File: src/rtl/pipe_pkg.sv
// Shared definitions for the generic pipeline-stage register.
// Provides the stage state encoding and the per-stage control widths
// with their bubble constants.
package pipe_pkg;

  // The state code doubles as the occupancy count (0, 1 or 2 entries).
  typedef enum logic [1:0] {
    ST_EMPTY = 2'd0,
    ST_ONE   = 2'd1,
    ST_FULL  = 2'd2
  } state_t;

  // Per-stage control widths and the control value carried by a bubble.
  localparam int          IF_ID_CTRL_W  = 4;
  localparam logic [3:0]  IF_ID_BUBBLE  = 4'h0;
  localparam int          ID_EX_CTRL_W  = 8;
  localparam logic [7:0]  ID_EX_BUBBLE  = 8'h00;
  localparam int          EX_MEM_CTRL_W = 5;
  localparam logic [4:0]  EX_MEM_BUBBLE = 5'h00;
  localparam int          MEM_WB_CTRL_W = 2;
  localparam logic [1:0]  MEM_WB_BUBBLE = 2'h0;

endpackage

File: src/rtl/pipe_stage_entry.sv
// Purpose: one DATA_W+CTRL_W holding register (main or skid slot of a stage).
// Latency: 1 cycle from i_load to o_data/o_ctrl; no handshake of its own.
// Ports: clk/arst_n; i_load captures i_data/i_ctrl; i_clr_ctrl forces ctrl to
//        CTRL_BUBBLE (wins over i_load, data untouched); o_data/o_ctrl stored entry.
module pipe_stage_entry
  import pipe_pkg::*;
#(
  parameter int                DATA_W      = 64,
  parameter int                CTRL_W      = 8,
  parameter logic [63:0]       PRESET_VAL  = 64'd0,
  parameter logic [CTRL_W-1:0] CTRL_BUBBLE = '0
) (
  input  logic              clk,
  input  logic              arst_n,
  input  logic              i_load,
  input  logic              i_clr_ctrl,
  input  logic [DATA_W-1:0] i_data,
  input  logic [CTRL_W-1:0] i_ctrl,
  output logic [DATA_W-1:0] o_data,
  output logic [CTRL_W-1:0] o_ctrl
);

  logic [DATA_W-1:0] r_data;
  logic [CTRL_W-1:0] r_ctrl;

  always_ff @(posedge clk or negedge arst_n) begin
    if (!arst_n) begin
      r_data <= DATA_W'(PRESET_VAL);
      r_ctrl <= CTRL_W'(PRESET_VAL);
    end else if (i_clr_ctrl) begin
      // A flushed slot must never carry live control; data is left as-is.
      r_ctrl <= CTRL_BUBBLE;
    end else if (i_load) begin
      r_data <= i_data;
      r_ctrl <= i_ctrl;
    end
  end

  assign o_data = r_data;
  assign o_ctrl = r_ctrl;

endmodule

File: src/rtl/pipe_stage_skid.sv
// Purpose: generic valid/ready pipeline-stage register with optional 2-entry skid.
// Latency: 1 cycle in_fire -> out_valid; 1 entry/cycle sustained throughput.
// Backpressure: SKID=1 registered in_ready (low only when FULL); SKID=0 in_ready = !out_valid | out_ready.
// Ports: in_* upstream handshake, out_* downstream handshake, flush kills held
//        entries, occupancy = entries held, stall_cnt/stall_clr saturating stall counter.
module pipe_stage_skid
  import pipe_pkg::*;
#(
  parameter int                DATA_W      = 64,
  parameter int                CTRL_W      = 8,
  parameter logic [63:0]       PRESET_VAL  = 64'd0,
  parameter logic [CTRL_W-1:0] CTRL_BUBBLE = '0,
  parameter int                SKID        = 1,
  parameter int                CNT_W       = 16
) (
  input  logic              clk,
  input  logic              arst_n,
  input  logic              in_valid,
  output logic              in_ready,
  input  logic [DATA_W-1:0] in_data,
  input  logic [CTRL_W-1:0] in_ctrl,
  output logic              out_valid,
  input  logic              out_ready,
  output logic [DATA_W-1:0] out_data,
  output logic [CTRL_W-1:0] out_ctrl,
  input  logic              flush,
  output logic [1:0]        occupancy,
  output logic [CNT_W-1:0]  stall_cnt,
  input  logic              stall_clr
);

  state_t            r_state;
  state_t            w_state_nxt;
  logic              r_out_valid;
  logic [CNT_W-1:0]  r_stall_cnt;
  logic              w_in_ready;
  logic              w_in_fire;
  logic              w_out_fire;
  logic              w_ld_main;
  logic              w_ld_skid;
  logic              w_main_from_skid;
  logic [DATA_W-1:0] w_main_data;
  logic [CTRL_W-1:0] w_main_ctrl;
  logic [DATA_W-1:0] w_skid_data;
  logic [CTRL_W-1:0] w_skid_ctrl;

  assign w_in_fire  = in_valid & w_in_ready;
  assign w_out_fire = r_out_valid & out_ready;

  // Next-state and slot load decode; flush overrides everything.
  always_comb begin
    w_state_nxt      = r_state;
    w_ld_main        = 1'b0;
    w_ld_skid        = 1'b0;
    w_main_from_skid = 1'b0;
    if (flush) begin
      w_state_nxt = ST_EMPTY;
    end else begin
      case (r_state)
        ST_EMPTY: begin
          if (w_in_fire) begin
            w_ld_main   = 1'b1;
            w_state_nxt = ST_ONE;
          end
        end
        ST_ONE: begin
          if (w_in_fire && w_out_fire) begin
            w_ld_main = 1'b1;
          end else if (w_in_fire && (SKID != 0)) begin
            w_ld_skid   = 1'b1;
            w_state_nxt = ST_FULL;
          end else if (w_out_fire) begin
            w_state_nxt = ST_EMPTY;
          end
        end
        ST_FULL: begin
          if (w_out_fire) begin
            w_ld_main        = 1'b1;
            w_main_from_skid = 1'b1;
            w_state_nxt      = ST_ONE;
          end
        end
        default: w_state_nxt = ST_EMPTY;
      endcase
    end
  end

  always_ff @(posedge clk or negedge arst_n) begin
    if (!arst_n) begin
      r_state     <= ST_EMPTY;
      r_out_valid <= 1'b0;
    end else begin
      r_state     <= w_state_nxt;
      r_out_valid <= (w_state_nxt != ST_EMPTY);
    end
  end

  // Saturating stall counter; clear beats increment, flush leaves it alone.
  always_ff @(posedge clk or negedge arst_n) begin
    if (!arst_n) begin
      r_stall_cnt <= '0;
    end else if (stall_clr) begin
      r_stall_cnt <= '0;
    end else if (r_out_valid && !out_ready && (r_stall_cnt != {CNT_W{1'b1}})) begin
      r_stall_cnt <= r_stall_cnt + 1'b1;
    end
  end

  pipe_stage_entry #(
    .DATA_W      (DATA_W),
    .CTRL_W      (CTRL_W),
    .PRESET_VAL  (PRESET_VAL),
    .CTRL_BUBBLE (CTRL_BUBBLE)
  ) u_main (
    .clk        (clk),
    .arst_n     (arst_n),
    .i_load     (w_ld_main),
    .i_clr_ctrl (flush),
    .i_data     (w_main_from_skid ? w_skid_data : in_data),
    .i_ctrl     (w_main_from_skid ? w_skid_ctrl : in_ctrl),
    .o_data     (w_main_data),
    .o_ctrl     (w_main_ctrl)
  );

  generate
    if (SKID != 0) begin : g_skid
      logic r_in_ready;

      pipe_stage_entry #(
        .DATA_W      (DATA_W),
        .CTRL_W      (CTRL_W),
        .PRESET_VAL  (PRESET_VAL),
        .CTRL_BUBBLE (CTRL_BUBBLE)
      ) u_skid (
        .clk        (clk),
        .arst_n     (arst_n),
        .i_load     (w_ld_skid),
        .i_clr_ctrl (flush),
        .i_data     (in_data),
        .i_ctrl     (in_ctrl),
        .o_data     (w_skid_data),
        .o_ctrl     (w_skid_ctrl)
      );

      // Derived from next state so out_ready has no combinational path to in_ready.
      always_ff @(posedge clk or negedge arst_n) begin
        if (!arst_n) r_in_ready <= 1'b1;
        else         r_in_ready <= (w_state_nxt != ST_FULL);
      end
      assign w_in_ready = r_in_ready;
    end else begin : g_noskid
      logic w_unused_ld_skid;
      assign w_unused_ld_skid = w_ld_skid;
      assign w_skid_data      = '0;
      assign w_skid_ctrl      = '0;
      assign w_in_ready       = !r_out_valid | out_ready;
    end
  endgenerate

  assign in_ready  = w_in_ready;
  assign out_valid = r_out_valid;
  assign out_data  = w_main_data;
  assign out_ctrl  = r_out_valid ? w_main_ctrl : CTRL_BUBBLE;
  assign occupancy = r_state;
  assign stall_cnt = r_stall_cnt;

endmodule

File: config.mk
export PLATFORM = sky130hd
export DESIGN_NAME = pipe_stage_skid
export DESIGN_NICKNAME = d
export VERILOG_FILES = /design/src/rtl/pipe_pkg.sv /design/src/rtl/pipe_stage_entry.sv /design/src/rtl/pipe_stage_skid.sv
export SDC_FILE = /design/constraint.sdc
export NUM_CORES = 1
export LEC_CHECK = 0
export BUFFER_PORTS_ARGS = -buffer_cell sky130_fd_sc_hd__buf_2
export CAP_MARGIN = 15
export CORE_MARGIN = 2
export CORE_UTILIZATION = 49
export DETAILED_ROUTE_END_ITERATION = 16
export PLACE_DENSITY = 0.73
export SLEW_MARGIN = 30
export SYNTH_ARGS = -nofsm -noshare
export SYNTH_HDL_FRONTEND = slang
export SYNTH_SLANG_ARGS = --single-unit
export TNS_END_PERCENT = 10
File: constraint.sdc
create_clock -name clk -period 1.95 [get_ports clk]
set_input_delay 0.2925 -clock clk [delete_from_list [all_inputs] [get_ports clk]]
set_output_delay 0.2925 -clock clk [all_outputs]
set_load 0.05 [all_outputs]
# Word-level counts from Yosys, hierarchy flattened
# Index checks and enable logic that the tools add are counted.
# classes
n_eq_ne	4
bitwise	3
reduce_logical	11
muxes	26
add_sub_neg	1
# ops
cell	count
64-bit 2-to-1 mux	1
8-bit 2-to-1 mux	6
16-bit 2-to-1 mux	2
16-bit by 1-bit adder with 16-bit output, second input constant	1
16-bit inequality test, second input constant	1
2-bit 2-to-1 mux	6
1-bit 2-to-1 mux	9
2-bit nonzero test	4
2-bit one-hot mux with 3 select lines	1
2-bit AND reduction	2
1-bit logical AND	3
1-bit one-hot mux with 3 select lines	1
1-bit bitwise AND	2
2-bit by 1-bit equality test with 1-bit output, second input constant	1
2-bit equality test, second input constant	1
2-bit logical NOT	1
2-bit inequality test, second input constant	1
1-bit logical NOT	1
1-bit inverter	1
# totals
in_bits	78
wordCells	53
reg_bits	164
output_inout_bits	92

# Logic depth before layout (Yosys ltp)
# Gate-level depths: netlist of the first run.
# logic_depth
depth_word	7
depth_mapped	6
ltp_nobuf	5

# By module
# From an unflattened synthesis of the first run, not the netlist that was laid out.
# hier_totals
cells_unflattened	538
area_unflattened_um2	8200.4
# by_module_without_submodules
module	n_inst	area_per_inst_um2	seq_area_each_um2	cells_each
pipe_stage_entry	2	3034.2	1801.7	162
pipe_stage_skid	1	2132.0	501.7	214

# Least setup slack after synthesis of the first run
# OpenSTA, ideal clock, no wires.
# synth_timing
path_type	reg2reg
from	reg r_state[1] (netlist: occupancy[1])
to	reg u_main.r_data[61] (netlist: u_main.o_data[61])
t_required_ns	1.825
path_stages_with_launch	7
slack_ns	-0.173
setup_ns	0.125
arrival_time_ns	1.998
path_cell_list	dfrtp_1 nand4b_4 or2_1 buf_6 buf_6 mux2_4 mux2_2
# synth_via
elab_chain_cells	4
elab_cells_between_ends	9
# synth_rtl
element	line_no	source
start: declaration	pipe_stage_skid.sv:32	state_t r_state;
start signal: assignment	pipe_stage_skid.sv:93	r_state <= w_state_nxt;
2-bit equality test (tied with other cells)	pipe_stage_skid.sv:59	case (r_state)
1-bit one-hot mux with 3 select lines / 1-bit 2-to-1 mux (equally long branches)	pipe_stage_skid.sv:59	
1-bit 2-to-1 mux	pipe_stage_skid.sv:56	if (flush) begin
2-bit AND reduction (no source line) / 64-bit 2-to-1 mux (equally long branches)	n/a	
end signal: assignment	pipe_stage_entry.sv:28	r_data <= DATA_W'(PRESET_VAL);
end signal: assignment	pipe_stage_entry.sv:34	r_data <= i_data;
end: declaration	pipe_stage_entry.sv:23	logic [DATA_W-1:0] r_data;
# Several ways; a longest one is shown, not always the timed one.
# A chain may end at the register's enable or synchronous reset.

# Final worst setup path of the first run
# layout_timing
from	reg g_skid.r_in_ready (netlist: in_ready)
to	reg u_main.r_data[25] (netlist: u_main.o_data[25])
# layout_via
elab_chain_cells	6
elab_cells_between_ends	7
# layout_rtl
element	line_no	source
start: declaration	pipe_stage_skid.sv:127	logic r_in_ready;
start signal: assignment	pipe_stage_skid.sv:148	else r_in_ready <= (w_state_nxt != ST_FULL);
1-bit bitwise AND *	pipe_stage_skid.sv:47	assign w_in_fire = in_valid & w_in_ready;
1-bit logical AND	pipe_stage_skid.sv:67	if (w_in_fire && w_out_fire) begin
1-bit 2-to-1 mux	pipe_stage_skid.sv:67	
1-bit one-hot mux with 3 select lines *	pipe_stage_skid.sv:59	
1-bit 2-to-1 mux *	pipe_stage_skid.sv:56	
2-bit AND reduction (no source line) *	n/a	
# Mark *: on every way between the ends. The rest lies on a longest branch, timed or not.

==> flow_results.xml, run 1 <==
<?xml version="1.0" encoding="UTF-8"?>
<metrics>
  <group name="yosys">
    <metric name="cells_taking_the_most_area_after_synthesis" unit="">sky130_fd_sc_hd__dfrtp_1 (53%), sky130_fd_sc_hd__mux2_2 (27%), sky130_fd_sc_hd__mux2_4 (3.1%), sky130_fd_sc_hd__buf_8 (1.2%), sky130_fd_sc_hd__nor3_1 (1.1%)</metric>
    <metric name="synthesis.instances" unit="">545</metric>
    <metric name="synth_ff_type" unit="">sky130_fd_sc_hd__dfrtp_1</metric>
    <metric name="count_of_flip_flops_with_a_built_in_enable_after_synthesis" unit="">0</metric>
    <metric name="ys_async_sr_fraction" unit="%">100</metric>
    <metric name="synth.yosys.warnings" unit="">0</metric>
    <metric name="synth.ff_latch_count" unit="">164</metric>
    <metric name="post_synth.cell_area_avg" unit="um2">14.0</metric>
    <metric name="yosys.area.top_type" unit="">sky130_fd_sc_hd__dfrtp_1</metric>
    <metric name="synth_nets" unit="">624</metric>
    <metric name="synth.lib_cells_used.distinct" unit="">42</metric>
    <metric name="synth_top_area_share" unit="%">53.5</metric>
    <metric name="yosysSeqAreaShare" unit="%">53.8</metric>
    <metric name="synth_area" unit="mm2">0.00763</metric>
  </group>
  <group name="placement">
    <metric name="place.detailed.instances" unit="">894</metric>
    <metric name="buffer_ports.inserted" unit="">169</metric>
    <metric name="dp_hpwl" unit="um">11600</metric>
    <metric name="finalWeightedCongestion" unit="">0.848</metric>
    <metric name="setup_slack_at_placement" unit="ns">0.0781</metric>
  </group>
  <group name="min_path">
    <metric name="worstHoldPathType" unit="">in -&gt; reg</metric>
    <metric name="min_from" unit="">in_data[21]</metric>
    <metric name="min_path_cells" unit="">2</metric>
    <metric name="holdPathEnd" unit="">g_skid.u_skid.o_data[21]</metric>
  </group>
  <group name="die">
    <metric name="floorplan.core_area" unit="mm2">0.0152</metric>
    <metric name="die_width" unit="um">129</metric>
    <metric name="initial_core_util" unit="%">50.2</metric>
    <metric name="boundaryPins" unit="">170</metric>
    <metric name="fp.dieArea" unit="mm2">0.0166</metric>
    <metric name="die_height" unit="um">129</metric>
    <metric name="fp-row-count" unit="">45</metric>
  </group>
  <group name="finish">
    <metric name="finalNonFillerCells" unit="">925</metric>
    <metric name="most_common_library_cell_in_the_layout_ignoring_fill_and_taps" unit="">sky130_fd_sc_hd__mux2_2</metric>
    <metric name="mostFrequentLayoutCells" unit="">sky130_fd_sc_hd__mux2_2 (184), sky130_fd_sc_hd__buf_2 (168), sky130_fd_sc_hd__dfrtp_1 (158)</metric>
    <metric name="layout-area-overhead-vs-synth" unit="%">23.3</metric>
    <metric name="design.final.nets" unit="">805</metric>
    <metric name="number_of_antenna_diodes" unit="">0</metric>
    <metric name="layout-drive-gt1-share" unit="%">59.3</metric>
  </group>
  <group name="clock_tree">
    <metric name="postCtsResizedCells" unit="">0</metric>
    <metric name="cts_root_buffer" unit="">sky130_fd_sc_hd__clkbuf_16</metric>
    <metric name="clock_path_buffers" unit="">2</metric>
    <metric name="tritoncts_clock_tree" unit="">built</metric>
    <metric name="insertion_delay" unit="ns">0.41</metric>
    <metric name="clkTransAtPathRegs" unit="ns">0.06</metric>
    <metric name="tritoncts_num_sinks" unit="">164</metric>
    <metric name="cts.htree.levels" unit="">4</metric>
    <metric name="cts.repair_timing.setup_buffer_count" unit="">0</metric>
    <metric name="cts_inserted_buffers" unit="">17</metric>
  </group>
  <group name="global_routing">
    <metric name="grt_pass1_wl" unit="um">27200</metric>
    <metric name="gr-usage-all-layers" unit="%">20.8</metric>
    <metric name="maximum_number_of_pins_on_one_net_before_global_route_repair" unit="">70</metric>
    <metric name="antenna_violations_before_repair" unit="">1</metric>
    <metric name="global_route.overflow_total" unit="">0</metric>
    <metric name="vias_in_the_first_global_route" unit="">5393</metric>
  </group>
  <group name="status">
    <metric name="run_status" unit="">finished, final reports clean</metric>
  </group>
  <group name="timing">
    <metric name="report.final.slew_viol_count" unit="">0</metric>
    <metric name="finalCritPeriodShare" unit="%">95.9</metric>
    <metric name="layout_setup_ws" unit="ns">0.0797</metric>
    <metric name="worst-slew-pin-transition" unit="ns">0.450</metric>
    <metric name="post-route-min-period" unit="ns">1.87</metric>
    <metric name="tns" unit="ns">0</metric>
    <metric name="final.setup_skew" unit="ns">0.00725</metric>
    <metric name="report.final.setup_viol" unit="">0</metric>
    <metric name="highest_achievable_clock_rate" unit="MHz">535</metric>
    <metric name="unrepaired_setup_endpoints_after_global_routing" unit="">true</metric>
    <metric name="final_hold_viol_count" unit="">0</metric>
    <metric name="slew_headroom" unit="%">70.0</metric>
  </group>
  <group name="worst_setup_path">
    <metric name="endpoint_kind" unit="">register</metric>
    <metric name="ff2ff_path_depth" unit="">5</metric>
    <metric name="worst_path_dominant_cell_family" unit="">flip-flops</metric>
    <metric name="critical_path.slowest_cell" unit="">sky130_fd_sc_hd__dfstp_2</metric>
    <metric name="ff2ff_setup_slack" unit="ns">0.08</metric>
    <metric name="timing.setup.critical_path_class" unit="">reg -&gt; reg</metric>
    <metric name="worst_ep_required_time" unit="ns">2.24</metric>
    <metric name="setup.worst_path.start_class" unit="">register</metric>
    <metric name="worstPathBufferInverterCount" unit="">1</metric>
    <metric name="critical_path_s_largest_stage_delay" unit="ns">0.53</metric>
    <metric name="crit_arrival" unit="ns">2.16</metric>
    <metric name="cp_cell_sequence" unit="">and3b_2 &gt; o21bai_2 &gt; a21oi_4 &gt; buf_12 &gt; mux2_2</metric>
    <metric name="critical_path_peak_fanout" unit="">29</metric>
    <metric name="worst_r2r_dst" unit="">u_main.o_data[25]</metric>
    <metric name="regToRegStartpoint" unit="">in_ready</metric>
  </group>
  <group name="detailed_routing">
    <metric name="ant_nets" unit="">0</metric>
    <metric name="viasPerCell" unit="">5.54</metric>
    <metric name="drt_pre_antenna_iters" unit="">4</metric>
    <metric name="drt-total-wl" unit="um">16800</metric>
    <metric name="dr.first_iter.drc_count" unit="">241</metric>
    <metric name="detailroute.via_count" unit="">5124</metric>
    <metric name="drt_wl_cell" unit="um">18.1</metric>
    <metric name="detail_route.drc_violations" unit="">0</metric>
  </group>
  <group name="power">
    <metric name="power.share.combinational" unit="%">30.8</metric>
    <metric name="pwr-share-clk" unit="%">28.7</metric>
    <metric name="switching_share" unit="%">34.4</metric>
    <metric name="internal_power" unit="mW">8.07</metric>
    <metric name="finalPower" unit="mW">12.3</metric>
    <metric name="switching_power" unit="mW">4.23</metric>
    <metric name="total_leakage_power" unit="nW">4.35</metric>
    <metric name="irDropWorstVdd" unit="mV">0.748</metric>
    <metric name="sequentialPowerShare" unit="%">40.5</metric>
    <metric name="power_per_cell_area" unit="mW/mm2">1310</metric>
  </group>
  <group name="job">
    <metric name="max_cap_viol_count" unit="">0</metric>
  </group>
</metrics>
stage by stage:
| step | hold WS, ns | util, % | instance area, um2 |
|---|---|---|---|
| after floorplan | -0.00309 | - | 7670 |
| after global placement | 0.214 | 57.7 | 8780 |
| after detailed placement | 0.221 | 57.7 | 8780 |
| after CTS | 0.102 | 61.9 | 9410 |
| after global routing | 0.105 | 61.9 | 9410 |
| final | 0.125 | 61.9 | 9410 |
registers in the layout, indices dropped and copies added (netlist names):
| signal | count |
|---|---|
| g_skid.u_skid.o_ctrl | 8 |
| occupancy | 2 |
| stall_cnt | 16 |
| u_main.o_data | 64 |
| in_ready | 1 |
| g_skid.u_skid.o_data | 64 |
| u_main.o_ctrl | 8 |
| out_valid | 1 |
worst reg2reg max path: cells and delay by family, from the launching register on:
family | cells | cell delay [ns]
DFF | 1 | 0.53
muxes | 1 | 0.38
AOI/OAI and AO/OA | 2 | 0.36
buffers and inverters | 1 | 0.26
and+or+nand+nor | 1 | 0.23
power by group through the flow:
stage | clock network (mW) | logic (mW) | registers, mW
3_5_place_dp | 0 | 3.82 | 5.04
5_1_grt | 3.76 | 4.00 | 5.11
4_1_cts | 3.62 | 3.83 | 4.99
3_3_place_gp | 0 | 3.70 | 4.95
2_1_floorplan | 0 | 1.36 | 6.44
6_report | 3.54 | 3.79 | 4.98
Yosys cell counts (all sizes together), types with 4 or more instances:
cell,instances
a21oi,15
nand2b,4
a22o,9
nor3,17
nor3b,9
nand3,7
mux2,200
and4,4
mux2i,4
nand2,7
clkbuf,9
dfrtp,163
buf,24
or4,5
and2,10
a221oi,8
nor2,11
o31ai,4
nor2b,11
cell type report:
class,count,area (um2)
Timing Repair Buffer,195,1150
Multi-Input combinational cell,345,3280
Sequential cell,164,4110
Fill cell,1196,5790
Clock inverter,8,149
Clock buffer,22,474
Tap cell,188,235
Inverter,3,11.3
cells by family (layout without fill, tap and decap cells):
family                     Yosys count  count (layout)  synth area share, %
AOI/OAI and AO/OA                   43              43                 4.20
adders and majority gates            1               1                0.164
buffers and inverters               36             228                 3.31
DFF                                164             164                 53.8
muxes                              204             204                 30.8
and+or+nand+nor                     97              97                 7.71
how the worst max path moves through the flow:
stage,start,end,slack (ns),cells past startpoint
6_report,in_ready,u_main.o_data[25],0.08,5
5_1_grt,out_valid,u_main.o_data[29],-0.001,5
4_1_cts,in_ready,u_main.o_data[29],0.07,5
3_5_place_dp,in_ready,u_main.o_data[25],0.08,5
3_3_place_gp,in_ready,u_main.o_data[27],0.13,5
2_1_floorplan,in_ready,u_main.o_data[23],-0.14,6
per-layer routing:
| metal | global-route usage, % | wire, um |
|---|---|---|
| met2 | 34.8 | 8380 |
| met3 | 6.11 | 1070 |
| met4 | 7.74 | 310 |
| met1 | 25.6 | 7000 |
| met5 | 0 | 0 |
what timing repair did:
action	in CTS	in global routing
setup endpoints to repair	0	1
hold buffers	1	0
hold endpoints to repair	34	0
No activity file was read; power rests on OpenSTA's default activity.
==> inputs of run 2 (changes only) <==
==> constraint.sdc (replaced) <==
create_clock -name clk -period 1.95 [get_ports clk]
set_input_delay 0 -clock clk [delete_from_list [all_inputs] [get_ports clk]]
set_output_delay 0 -clock clk [all_outputs]
set_load 0.05 [all_outputs]
==> flow_results.xml, run 2 (synthesis results as in run 1) <==
<?xml version="1.0" encoding="UTF-8"?>
<metrics>
  <group name="timing">
    <metric name="fin_hold_ws" unit="ns">0.0399</metric>
    <metric name="layout_setup_ws" unit="ns">0.0575</metric>
    <metric name="finalCritPeriodShare" unit="%">97.1</metric>
    <metric name="report.final.setup_viol" unit="">0</metric>
    <metric name="post-route-min-period" unit="ns">1.89</metric>
    <metric name="final.setup_skew" unit="ns">0.00665</metric>
    <metric name="tns" unit="ns">0</metric>
    <metric name="slew_headroom" unit="%">50.2</metric>
    <metric name="highest_achievable_clock_rate" unit="MHz">528</metric>
    <metric name="report.final.slew_viol_count" unit="">0</metric>
    <metric name="final_hold_viol_count" unit="">0</metric>
    <metric name="worst-slew-pin-transition" unit="ns">0.747</metric>
  </group>
  <group name="status">
    <metric name="run_status" unit="">finished, final reports clean</metric>
  </group>
  <group name="detailed_routing">
    <metric name="dr.first_iter.drc_count" unit="">254</metric>
    <metric name="detail_route.drc_violations" unit="">0</metric>
    <metric name="viasPerCell" unit="">5.45</metric>
    <metric name="drt_pre_antenna_iters" unit="">5</metric>
    <metric name="drt_wl_cell" unit="um">18.2</metric>
    <metric name="ant_nets" unit="">0</metric>
    <metric name="detailroute.via_count" unit="">5461</metric>
    <metric name="drt-total-wl" unit="um">18200</metric>
  </group>
  <group name="worst_setup_path">
    <metric name="worstPathBufferInverterCount" unit="">2</metric>
    <metric name="cp_cell_sequence" unit="">and3b_2 &gt; o21bai_4 &gt; a21oi_4 &gt; buf_4 &gt; clkbuf_16 &gt; mux2_2</metric>
    <metric name="crit_arrival" unit="ns">2.20</metric>
    <metric name="critical_path_s_largest_stage_delay" unit="ns">0.55</metric>
    <metric name="setup.worst_path.start_class" unit="">register</metric>
    <metric name="ff2ff_path_depth" unit="">6</metric>
    <metric name="regToRegStartpoint" unit="">in_ready</metric>
    <metric name="endpoint_kind" unit="">register</metric>
    <metric name="critical_path.slowest_cell" unit="">sky130_fd_sc_hd__dfstp_2</metric>
    <metric name="timing.setup.critical_path_class" unit="">reg -&gt; reg</metric>
    <metric name="worst_path_dominant_cell_family" unit="">flip-flops</metric>
    <metric name="worst_r2r_dst" unit="">u_main.o_data[28]</metric>
    <metric name="worst_ep_required_time" unit="ns">2.26</metric>
    <metric name="critical_path_peak_fanout" unit="">15</metric>
    <metric name="ff2ff_setup_slack" unit="ns">0.06</metric>
  </group>
  <group name="global_routing">
    <metric name="gr-usage-all-layers" unit="%">22.3</metric>
    <metric name="maximum_number_of_pins_on_one_net_before_global_route_repair" unit="">80</metric>
    <metric name="grt_pass1_wl" unit="um">29000</metric>
    <metric name="antenna_violations_before_repair" unit="">0</metric>
    <metric name="vias_in_the_first_global_route" unit="">5777</metric>
    <metric name="global_route.overflow_total" unit="">0</metric>
  </group>
  <group name="die">
    <metric name="floorplan.core_area" unit="mm2">0.0152</metric>
    <metric name="die_height" unit="um">129</metric>
    <metric name="boundaryPins" unit="">170</metric>
    <metric name="fp-row-count" unit="">45</metric>
    <metric name="die_width" unit="um">129</metric>
    <metric name="initial_core_util" unit="%">50.2</metric>
    <metric name="fp.dieArea" unit="mm2">0.0166</metric>
  </group>
  <group name="min_path">
    <metric name="worstHoldPathType" unit="">in -&gt; reg</metric>
    <metric name="holdPathEnd" unit="">in_ready</metric>
    <metric name="min_path_cells" unit="">3</metric>
    <metric name="min_from" unit="">out_ready</metric>
  </group>
  <group name="power">
    <metric name="total_leakage_power" unit="nW">4.64</metric>
    <metric name="power_per_cell_area" unit="mW/mm2">1180</metric>
    <metric name="switching_share" unit="%">36.1</metric>
    <metric name="sequentialPowerShare" unit="%">41.9</metric>
    <metric name="internal_power" unit="mW">7.64</metric>
    <metric name="irDropWorstVdd" unit="mV">0.785</metric>
    <metric name="switching_power" unit="mW">4.32</metric>
    <metric name="power.share.combinational" unit="%">33.1</metric>
    <metric name="pwr-share-clk" unit="%">25.0</metric>
    <metric name="finalPower" unit="mW">12.0</metric>
  </group>
  <group name="placement">
    <metric name="setup_slack_at_placement" unit="ns">0.0631</metric>
    <metric name="dp_hpwl" unit="um">11300</metric>
    <metric name="buffer_ports.inserted" unit="">169</metric>
    <metric name="detailed_place.area" unit="mm2">0.00877</metric>
    <metric name="place.detailed.instances" unit="">891</metric>
    <metric name="finalWeightedCongestion" unit="">0.876</metric>
  </group>
  <group name="clock_tree">
    <metric name="clkTransAtPathRegs" unit="ns">0.06</metric>
    <metric name="cts_root_buffer" unit="">sky130_fd_sc_hd__clkbuf_16</metric>
    <metric name="insertion_delay" unit="ns">0.43</metric>
    <metric name="tritoncts_num_sinks" unit="">164</metric>
    <metric name="cts.htree.levels" unit="">4</metric>
    <metric name="clock_path_buffers" unit="">2</metric>
    <metric name="tritoncts_clock_tree" unit="">built</metric>
    <metric name="cts_inserted_buffers" unit="">17</metric>
  </group>
  <group name="finish">
    <metric name="layout-area-overhead-vs-synth" unit="%">32.8</metric>
    <metric name="final_area" unit="mm2">0.0101</metric>
    <metric name="layout-drive-gt1-share" unit="%">54.3</metric>
    <metric name="most_common_library_cell_in_the_layout_ignoring_fill_and_taps" unit="">sky130_fd_sc_hd__mux2_2</metric>
    <metric name="mostFrequentLayoutCells" unit="">sky130_fd_sc_hd__mux2_2 (184), sky130_fd_sc_hd__buf_2 (168), sky130_fd_sc_hd__dfrtp_1 (158)</metric>
    <metric name="number_of_antenna_diodes" unit="">0</metric>
    <metric name="final_util" unit="%">66.7</metric>
    <metric name="design.final.nets" unit="">880</metric>
    <metric name="finalNonFillerCells" unit="">1002</metric>
  </group>
  <group name="job">
    <metric name="max_cap_viol_count" unit="">0</metric>
  </group>
</metrics>
==> run 2: final cells by class <==
type,count,area [um2]
Clock buffer,22,464
Clock inverter,10,58.8
Fill cell,1101,5070
Inverter,3,11.3
Multi-Input combinational cell,345,3300
Sequential cell,164,4110
Tap cell,188,235
Timing Repair Buffer,270,1960
==> run 2: tightest hold or removal path, cell delays in order <==
cell,delay (ns)
sky130_fd_sc_hd__buf_2,0.17
sky130_fd_sc_hd__a21oi_1,0.09
sky130_fd_sc_hd__o21ai_0,0.14
==> run 2: how the worst max path moves through the flow <==
stage | start | to | slack (ns) | cells past startpoint
finish | in_ready | u_main.o_data[28] | 0.06 | 6
global route | in_ready | u_main.o_data[45] | -0.002 | 6
CTS | in_ready | u_main.o_data[13] | 0.05 | 5
detailed placement | in_ready | u_main.o_data[13] | 0.06 | 5
global placement | in_ready | u_main.o_data[21] | 0.11 | 5
floorplan | in_ready | u_main.o_data[23] | -0.14 | 6
==> run 2: power groups by stage <==
stage,clock [mW],sequential (mW),combinational (mW)
floorplan,0,6.44,1.36
global placement,0,4.96,3.69
detailed placement,0,5.05,3.79
CTS,3.03,5.01,3.91
global route,3.20,5.15,4.18
finish,2.99,5.01,3.97
==> run 2: metal layers <==
metal,track usage (%),up-vias,part of all wire (%)
met5,0,-,0
met4,7.80,0,2.0
met3,5.95,29,5.2
met2,39.5,156,53
met1,26.2,2778,40
li1,-,2498,-
==> run 2: repair_timing <==
item,4_1_cts,5_1_grt
hold endpoints to repair,221,0
hold buffers,74,0
gates resized for setup,0,3
setup endpoints to repair,0,25
buffers inserted,0,2
